$ cat config.mk
export PLATFORM = sky130hd
export DESIGN_NAME = multi_sprite_engine
export DESIGN_NICKNAME = d
export VERILOG_FILES = /design/src/rtl/multi_sprite_engine.sv
export SDC_FILE = /design/constraint.sdc
export NUM_CORES = 2
export LEC_CHECK = 0
export ABC_CLOCK_PERIOD_IN_PS = 6020
export CAP_MARGIN = 20
export CORE_ASPECT_RATIO = 0.8
export CORE_UTILIZATION = 45
export DETAILED_ROUTE_END_ITERATION = 7
export PLACE_DENSITY = 0.73
export SLEW_MARGIN = 20
export SYNTH_ARGS = -nofsm -noshare
export SYNTH_HDL_FRONTEND = slang
export SYNTH_SLANG_ARGS = --single-unit
$ cat constraint.sdc
create_clock -name clk -period 6.02 [get_ports clk]
set_input_delay 0.903 -clock clk [delete_from_list [all_inputs] [get_ports clk]]
set_output_delay 0.903 -clock clk [all_outputs]
set_load 0.01 [all_outputs]
$ cat src/rtl/multi_sprite_engine.sv
// multi_sprite_engine
// Composites up to NUM_SPRITES monochrome bitmap sprites over a background
// colour on a scaled-down playfield, moves enabled sprites one step per frame
// with edge bounce, and flags frames in which opaque sprite pixels overlapped.
//
// Ports
//   clk         system clock, all logic on the rising edge
//   reset       synchronous active-high reset
//   next_frame  one-cycle pulse at frame end (movement + collision latch)
//   pixel_x/y   full-resolution raster position
//   active      high inside the visible area
//   bg_color    background colour for the current pixel
//   cfg_*       register write port: sprite select, address, data
//   rgb_out     composited colour, one cycle after the pixel inputs
//   collision   previous frame contained an overlap of opaque pixels
//
// Per-sprite register map
//   0..SPRITE_HEIGHT-1  bitmap rows (bit SPRITE_WIDTH-1 = leftmost column)
//   16 x, 17 y (both clamped), 18 colour
//   19 ctrl {dir_y, dir_x, move_en, enable} (dir = 1 means decreasing)

module multi_sprite_engine #(
   parameter int NUM_SPRITES   = 4,
   parameter int SPRITE_WIDTH  = 12,
   parameter int SPRITE_HEIGHT = 12,
   parameter int SCALE_LOG2    = 3,
   parameter int WIDTH_SMALL   = 100,
   parameter int HEIGHT_SMALL  = 75,
   parameter int COLOR_W       = 6
) (
   input  logic               clk,
   input  logic               reset,
   input  logic               next_frame,
   input  logic [10:0]        pixel_x,
   input  logic [9:0]         pixel_y,
   input  logic               active,
   input  logic [COLOR_W-1:0] bg_color,
   input  logic               cfg_we,
   input  logic [2:0]         cfg_sel,
   input  logic [4:0]         cfg_addr,
   input  logic [15:0]        cfg_wdata,
   output logic [COLOR_W-1:0] rgb_out,
   output logic               collision
);

   localparam logic [7:0] XMAX = 8'(WIDTH_SMALL - SPRITE_WIDTH);
   localparam logic [7:0] YMAX = 8'(HEIGHT_SMALL - SPRITE_HEIGHT);
   localparam logic [8:0] SW9  = 9'(SPRITE_WIDTH);
   localparam logic [8:0] SH9  = 9'(SPRITE_HEIGHT);
   localparam logic [3:0] NS4  = 4'(NUM_SPRITES);

   logic [SPRITE_WIDTH-1:0] bitmap [NUM_SPRITES][SPRITE_HEIGHT];
   logic [7:0]              pos_x  [NUM_SPRITES];
   logic [7:0]              pos_y  [NUM_SPRITES];
   logic [COLOR_W-1:0]      color  [NUM_SPRITES];
   logic [3:0]              ctrl   [NUM_SPRITES];

   logic [7:0]              pos_x_nxt [NUM_SPRITES];
   logic [7:0]              pos_y_nxt [NUM_SPRITES];
   logic [3:0]              ctrl_nxt  [NUM_SPRITES];

   logic                    hit;
   logic                    sel_ok;
   logic [7:0]              wr_x;
   logic [7:0]              wr_y;

   logic [10:0]             sx_full;
   logic [9:0]              sy_full;
   logic [8:0]              sx;
   logic [8:0]              sy;
   logic                    s_oob;
   logic [NUM_SPRITES-1:0]  opaque;
   logic [COLOR_W-1:0]      pix_color;
   logic                    multi;

   // One movement step on one axis; returns {dir, pos}. Stepping past either
   // edge reverses the direction and moves one step inward instead.
   function automatic logic [8:0] step(input logic [7:0] p, input logic d,
                                       input logic [7:0] mx);
      logic [8:0] r;
      r = {d, p};
      if (mx != 8'd0) begin
         if (!d) begin
            if (p >= mx) r = {1'b1, p - 8'd1};
            else         r = {1'b0, p + 8'd1};
         end else begin
            if (p == 8'd0) r = {1'b0, 8'd1};
            else           r = {1'b1, p - 8'd1};
         end
      end
      return r;
   endfunction

   assign sel_ok = ({1'b0, cfg_sel} < NS4);
   assign wr_x   = (cfg_wdata[7:0] > XMAX) ? XMAX : cfg_wdata[7:0];
   assign wr_y   = (cfg_wdata[7:0] > YMAX) ? YMAX : cfg_wdata[7:0];

   // Next-state for position/ctrl: movement first, then a same-cycle
   // register write to the same field overrides it.
   always_comb begin
      for (int i = 0; i < NUM_SPRITES; i++) begin
         pos_x_nxt[i] = pos_x[i];
         pos_y_nxt[i] = pos_y[i];
         ctrl_nxt[i]  = ctrl[i];
         if (next_frame && ctrl[i][0] && ctrl[i][1]) begin
            {ctrl_nxt[i][2], pos_x_nxt[i]} = step(pos_x[i], ctrl[i][2], XMAX);
            {ctrl_nxt[i][3], pos_y_nxt[i]} = step(pos_y[i], ctrl[i][3], YMAX);
         end
         if (cfg_we && sel_ok && (cfg_sel == 3'(i))) begin
            case (cfg_addr)
               5'd16:   pos_x_nxt[i] = wr_x;
               5'd17:   pos_y_nxt[i] = wr_y;
               5'd19:   ctrl_nxt[i]  = cfg_wdata[3:0];
               default: ;
            endcase
         end
      end
   end

   assign sx_full = pixel_x >> SCALE_LOG2;
   assign sy_full = pixel_y >> SCALE_LOG2;
   assign sx      = sx_full[8:0];
   assign sy      = sy_full[8:0];
   // Raster positions beyond 9 bits can never land on a sprite.
   assign s_oob   = (sx_full[10:9] != 2'b00) || sy_full[9];

   always_comb begin
      logic [8:0]              dx;
      logic [8:0]              dy;
      logic [SPRITE_WIDTH-1:0] row_bits;
      logic                    pix_bit;
      logic                    in_x;
      logic                    in_y;
      logic                    seen;
      dx        = '0;
      dy        = '0;
      row_bits  = '0;
      pix_bit   = 1'b0;
      in_x      = 1'b0;
      in_y      = 1'b0;
      seen      = 1'b0;
      multi     = 1'b0;
      opaque    = '0;
      pix_color = bg_color;
      for (int i = 0; i < NUM_SPRITES; i++) begin
         dx   = sx - {1'b0, pos_x[i]};
         dy   = sy - {1'b0, pos_y[i]};
         in_x = (sx >= {1'b0, pos_x[i]}) && (sx < ({1'b0, pos_x[i]} + SW9));
         in_y = (sy >= {1'b0, pos_y[i]}) && (sy < ({1'b0, pos_y[i]} + SH9));
         row_bits = '0;
         for (int r = 0; r < SPRITE_HEIGHT; r++)
            if (dy == 9'(r)) row_bits = bitmap[i][r];
         pix_bit = 1'b0;
         for (int c = 0; c < SPRITE_WIDTH; c++)
            if (dx == 9'(c)) pix_bit = row_bits[SPRITE_WIDTH-1-c];
         opaque[i] = ctrl[i][0] && !s_oob && in_x && in_y && pix_bit;
         multi     = multi | (seen & opaque[i]);
         seen      = seen | opaque[i];
      end
      // Walk from the top index down so the lowest opaque index wins.
      for (int i = NUM_SPRITES - 1; i >= 0; i--)
         if (opaque[i]) pix_color = color[i];
   end

   always_ff @(posedge clk) begin
      if (reset) begin
         for (int i = 0; i < NUM_SPRITES; i++) begin
            for (int r = 0; r < SPRITE_HEIGHT; r++)
               bitmap[i][r] <= '0;
            pos_x[i] <= '0;
            pos_y[i] <= '0;
            color[i] <= '0;
            ctrl[i]  <= '0;
         end
         hit       <= 1'b0;
         collision <= 1'b0;
         rgb_out   <= '0;
      end else begin
         for (int i = 0; i < NUM_SPRITES; i++) begin
            pos_x[i] <= pos_x_nxt[i];
            pos_y[i] <= pos_y_nxt[i];
            ctrl[i]  <= ctrl_nxt[i];
            if (cfg_we && sel_ok && (cfg_sel == 3'(i))) begin
               for (int r = 0; r < SPRITE_HEIGHT; r++)
                  if (cfg_addr == 5'(r)) bitmap[i][r] <= cfg_wdata[SPRITE_WIDTH-1:0];
               if (cfg_addr == 5'd18) color[i] <= cfg_wdata[COLOR_W-1:0];
            end
         end
         rgb_out <= active ? pix_color : '0;
         // An overlap in the frame-end cycle itself still counts for the
         // frame being closed.
         if (next_frame) begin
            collision <= hit | (active & multi);
            hit       <= 1'b0;
         end else if (active && multi) begin
            hit <= 1'b1;
         end
      end
   end

endmodule

Yosys cells after proc, flatten, opt, wreduce, memory -nomap -nowiden. Memory sizes are Yosys's and may differ from the RTL's. Index checks and enable logic that the tools add are counted.

$add $sub $neg: 32. Magnitude comparators: 27. Equality and inequality tests: 106. Mux-type cells: 398. Bitwise gates (word level): 74. Reduce and logical (&&, ||, !) cells: 54.

Operator list (number): two-way mux 12 bit (96); equality test 9 x 3 -> 1 bit (second input constant) (32); equality test 9 x 4 -> 1 bit (second input constant) (32); two-way mux 8 bit (34); two-way mux 1 bit (220); two-way mux 9 bit (24); equality test 9 x 2 -> 1 bit (second input constant) (16); adder 8 x 4 -> 9 bit (second input constant) (8); equality test 9 x 1 -> 1 bit (second input constant) (8); logical NOT 9 bit (8); bitwise OR 1 bit (69); adder 8 x 1 -> 8 bit (second input constant) (8); logical NOT 8 bit (8); subtractor 8 x 1 -> 8 bit (second input constant) (8); two-way mux 4 bit (12); two-way mux 6 bit (8); < comparator 7 x 9 -> 1 bit (4); < comparator 8 x 9 -> 1 bit (4); subtractor 7 x 8 -> 9 bit (4); subtractor 8 x 8 -> 9 bit (4); logical AND 1 bit (34); greater-or-equal comparator 7 x 8 -> 1 bit (4); greater-or-equal comparator 8 x 6 -> 1 bit (second input constant) (4); greater-or-equal comparator 8 x 7 -> 1 bit (second input constant) (4); other kinds (17) (38).

Register bits after elaboration: 8. RAM bits: 680. Input bits: 56. Word-level logic and storage cells: 699. Memories: 5.

Memory list: bitmap (depth 4, bits a word 144, read ports 4, clocked after memory_dff 0, write ports 4, line 52) `logic [SPRITE_WIDTH-1:0] bitmap [NUM_SPRITES][SPRITE_HEIGHT];`; pos_x (depth 4, bits a word 8, read ports 4, clocked after memory_dff 0, write ports 4, line 53) `logic [7:0] pos_x [NUM_SPRITES];`; pos_y (depth 4, bits a word 8, read ports 4, clocked after memory_dff 0, write ports 4, line 54) `logic [7:0] pos_y [NUM_SPRITES];`; color (depth 4, bits a word 6, read ports 4, clocked after memory_dff 0, write ports 4, line 55) `logic [COLOR_W-1:0] color [NUM_SPRITES];`; ctrl (depth 4, bits a word 4, read ports 4, clocked after memory_dff 0, write ports 4, line 56) `logic [3:0] ctrl [NUM_SPRITES];`.

Depth between registers and ports, before layout. An unclocked memory read counts as a cell.

Depth in word-level cells: 34. Gate-level depth with buffers: 22.

Least setup slack after synthesis. Ideal clock, no wire load.

Path type: input-to-reg. Start: input pixel_y[3]. End: register rgb_out[3]. Library setup time: 0.075 ns. Arrival time: 4.645 ns. Data required time: 5.945 ns. Slack: 1.300 ns. Stages: 20. Path through: inv_1 -> ha_1 -> inv_1 -> fa_1 -> buf_2 -> and3_1 -> o221a_2 -> o211ai_2 -> a211oi_2 -> buf_6 -> and2_4 -> or4_1 -> o211ai_1 -> nand4b_1 -> a31o_1 -> buf_2 -> or3_1 -> buf_2 -> a21o_1 -> o22ai_1.

Cells in the longest elaborated chain, start to end: 31. Elaborated cells on any way between the ends: 172.

RTL lines: from (decl) (line 35) `input logic [9:0] pixel_y,`; subtractor 7 x 8 -> 9 bit (line 147) `dy = sy - {1'b0, pos_y[i]};`; logical NOT 9 bit (line 152) `if (dy == 9'(r)) row_bits = bitmap[i][r];`; two-way mux 12 bit (12 in a row) (line 152); two-way mux 1 bit (12 in a row) (line 155) `if (dx == 9'(c)) pix_bit = row_bits[SPRITE_WIDTH-1-c];`; logical AND 1 bit (line 156) `opaque[i] = ctrl[i][0] && !s_oob && in_x && in_y && pix_bit;`; two-way mux 6 bit (3 in a row) (line 162) `if (opaque[i]) pix_color = color[i];`; two-way mux 6 bit (*) (line 162); to (signal assigned) (line 189) `rgb_out <= active ? pix_color : '0;`; to (decl) (line 42) `output logic [COLOR_W-1:0] rgb_out,`.

Mark *: on every way between the ends. The rest lies on a longest branch, timed or not. A chain may end at the register's enable or synchronous reset.

Final worst setup path.
Start: input pixel_y[9]. End: register rgb_out[1].

Same word-level chain as after synthesis.

==> run summary <==
Register area share after synthesis: 0.5029
Tightest Pin Transition: 1141 ps
Nets: 4,105
Post-synth top area cell: edfxtp_1
Final Hold Fails: 0
Setup tns final: 0 ps
Initial antenna violation count: 3
Total track usage: 0.2841
DR DRC count: 0
Mapped Cells: 3,713
CTS Buf Count: 73
Die W: 332.5 um
Post-synthesis cell type count: 109
Clock Sinks: 688
Maxcap violations: 0
CP Max Fanout: 10
Outcome: finished, final reports clean
Top layer in use: met5
Vias in the first global route: 29,834
Vias per cell: 6.333
Placement Setup Slack: 19.34 ps
Initial DRC Count: 4,423
Clock Latency Late Sink: 650 ps
Hold WC Path Type: flop to flop
Vias post-DR: 32,160
H-Tree Depth: 3
CTS root buffer: clkbuf_16
Die area: 0.08859 mm2
TritonCTS clock tree: built
Unrepaired setup endpoints after global routing: no
Setup violations, final: 0
Top cell type's share of synthesized area: 0.4581
Max Root-Sink Buffers: 3
RD Place Congestion: 0.9870
First-pass GRT wire length: 190,500 um
Setup WS post-layout: 589.2 ps
Die Ht: 266.4 um
Worst Hold Slack: 488.8 ps
Synthesized area per cell: 10.59 um2
Area growth syn-to-layout: 14.38%
Top area cells in the synthesized netlist: edfxtp_1, and2_1, ha_1
Ports: 63
Leakage power: 15.83 nW
Pwr Density: 251.1 mW/mm2
CTS resizes: 0
DR WL/cell: 25.28 um
Total core area: 0.08612 mm2
Fmax: 184.1 MHz
Yosys warns: 0
EDFF count, synth: 600
DRT antenna net count: 0
Synthesized area: 0.03933 mm2
DR WL met3: 15,860 um
Period utilisation layout: 0.9021
Final wirelength: 128,300 um
Port Buffers: 52
Largest net degree at the start of global routing: 60
Worst-path clk slew: 60 ps
Syn_nets: 3,922
VDD IR max: 0.0001774 V
Crit path capture type: flop
# fillers: 7,486
Post-CTS setup buffer count: 0
DP HPWL: 90,530 um
DRT Pass-1 Iters: 6
Post-synth ARST share: 0
Met2 wire length: 52,300 um
Met1 Wirelength: 56,620 um
Multi-input gate area: 0.01819 mm2
WP data arrival: 5960 ps
Worst Clk Skew: 30.89 ps
WS Path Type: input port to flop
Top FF cell, synth: edfxtp_1
Rel. slew slack: 0.2372
Starting Density: 0.4567
Pins over their slew limit: 0
Grt ovf: 0
Layout cells sized above 1: 0.1349
Period minus WS final: 5431 ps
Rows: 96
Register area: 0.01978 mm2
FF+latch count, synth: 688
WP data required: 6550 ps
CP startpoint kind: input port
Cts hold-fix bufs: 0
[synth_stat cells, drive strengths merged (19+ instances only)]
| cell | n |
|---|---|
| a32oi | 20 |
| and3 | 53 |
| or2 | 20 |
| o21a | 19 |
| buf | 59 |
| nor4 | 23 |
| mux2i | 47 |
| nand2b | 38 |
| ha | 145 |
| a221o | 21 |
| xor2 | 24 |
| a21oi | 203 |
| dfxtp | 88 |
| nand4 | 55 |
| clkbuf | 168 |
| nand2 | 262 |
| mux4 | 35 |
| o211ai | 38 |
| nor3 | 107 |
| a21o | 46 |
| nor2b | 32 |
| edfxtp | 600 |
| o21ai | 152 |
| o22ai | 42 |
| o221ai | 22 |
| o21bai | 52 |
| and2 | 332 |
| a221oi | 22 |
| nor2 | 258 |
| nand3 | 125 |
| inv | 121 |
| o2111ai | 21 |
| or3 | 20 |
| a211oi | 65 |
| a31oi | 45 |
| xnor2 | 39 |
| a22oi | 45 |
| o31ai | 21 |
[registers in the layout, indices dropped and copies added, names as in the netlist]
register,count
pos_y,32
hit,1
rgb_out,6
bitmap,576
pos_x,32
color,24
collision,1
ctrl,16
[layer usage]
layer / global-route usage / vias to the layer above
met4: 0.07558 / 4
met5: 0 / -
met3: 0.07403 / 231
li1: - / 14447
met2: 0.3967 / 1853
met1: 0.4307 / 15625
[path summary, 6_finish.rpt]
| path | cells past startpoint | startpoint | to | slack, ps |
|---|---|---|---|---|
| worst min-delay path | 2 | ctrl[0][1]$_SDFFE_PP0P_ | ctrl[0][1]$_SDFFE_PP0P_ | 490 |
| worst min register to register | 2 | ctrl[0][1]$_SDFFE_PP0P_ | ctrl[0][1]$_SDFFE_PP0P_ | 490 |
| worst max-delay path | 18 | pixel_y[9] | rgb_out[1]$_SDFF_PP0_ | 590 |
| worst max register to register | 17 | pos_y[0][0]$_SDFF_PP0_ | rgb_out[1]$_SDFF_PP0_ | 1090 |
[kinds of logic (layout without fill, tap and decap cells)]
group	Yosys count	count (layout)	synth area share
other cells	0	1	0
xor+xnor	63	63	0.01422
fa+ha+maj	153	153	0.05020
mux	97	97	0.03630
buf+inv	350	587	0.03620
simple gates	1380	1380	0.1836
flops	688	688	0.5029
compound gates	982	982	0.1765
[critical path, stage by stage]
cell             delay [ps]
clkdlybuf4s50_1         800
buf_4                   330
ha_1                    420
a21o_1                  240
a311o_1                 330
o221ai_1                300
a2111oi_2                60
buf_4                   190
and4b_1                 200
a211o_1                 270
nor4_1                  340
o22ai_1                 160
a221o_1                 280
o221a_2                 390
buf_12                  210
nor2b_1                 140
a211oi_2                 50
o31ai_1                 300
[report_power, final]
part	switching, mW	internal (mW)
Sequential	0.0824	5.40
Clock	1.98	2.64
Combinational	0.769	0.425
[layout make-up]
cell class	count	share of cell area
Inverter	123	0.01026
Tap cell	1127	0.03135
Antenna cell	1	0.00005563
Clock inverter	37	0.009651
Sequential cell	688	0.4397
Clock buffer	92	0.04311
Timing Repair Buffer	335	0.06152
Multi-Input combinational cell	2675	0.4044
[cell usage in the layout, fill, tap and decap left out, types with 20 or more instances in the layout]
cell | Yosys | layout
xor2_1 | 24 | 24
a21oi_1 | 201 | 201
dfxtp_1 | 88 | 88
nand2b_1 | 38 | 38
o221ai_1 | 22 | 22
a32oi_1 | 20 | 20
nor2_1 | 255 | 254
a31oi_1 | 44 | 44
nor4_1 | 23 | 23
a21o_1 | 46 | 46
o211ai_1 | 36 | 36
xnor2_1 | 38 | 38
and3_1 | 53 | 53
and2_1 | 325 | 325
o2111ai_1 | 21 | 21
nand4_1 | 55 | 55
ha_1 | 145 | 143
nand2_1 | 262 | 262
nor2b_1 | 32 | 32
or3_1 | 20 | 20
mux4_2 | 35 | 35
buf_4 | 5 | 272
a221oi_1 | 20 | 20
mux2i_1 | 47 | 47
o21bai_1 | 52 | 38
nand3_1 | 124 | 124
a221o_1 | 21 | 21
nor3_1 | 101 | 100
inv_1 | 121 | 121
a22oi_1 | 45 | 45
edfxtp_1 | 600 | 600
o22ai_1 | 41 | 41
o21ai_0 | 149 | 149
clkbuf_16 | 0 | 74
a211oi_1 | 56 | 56
clkdlybuf4s50_1 | 0 | 47
[through the flow]
stage	power [mW]	utilization	instances	instance area, um2
2_1_floorplan	6.204	-	3713	39330
3_3_place_gp	6.717	0.4940	4947	42540
3_5_place_dp	6.735	0.4942	4947	42560
4_1_cts	11.30	0.5217	5076	44930
5_1_grt	11.58	0.5223	5077	44980
6_report	11.30	0.5223	5078	44990
No activity file was read; power rests on OpenSTA's default activity.
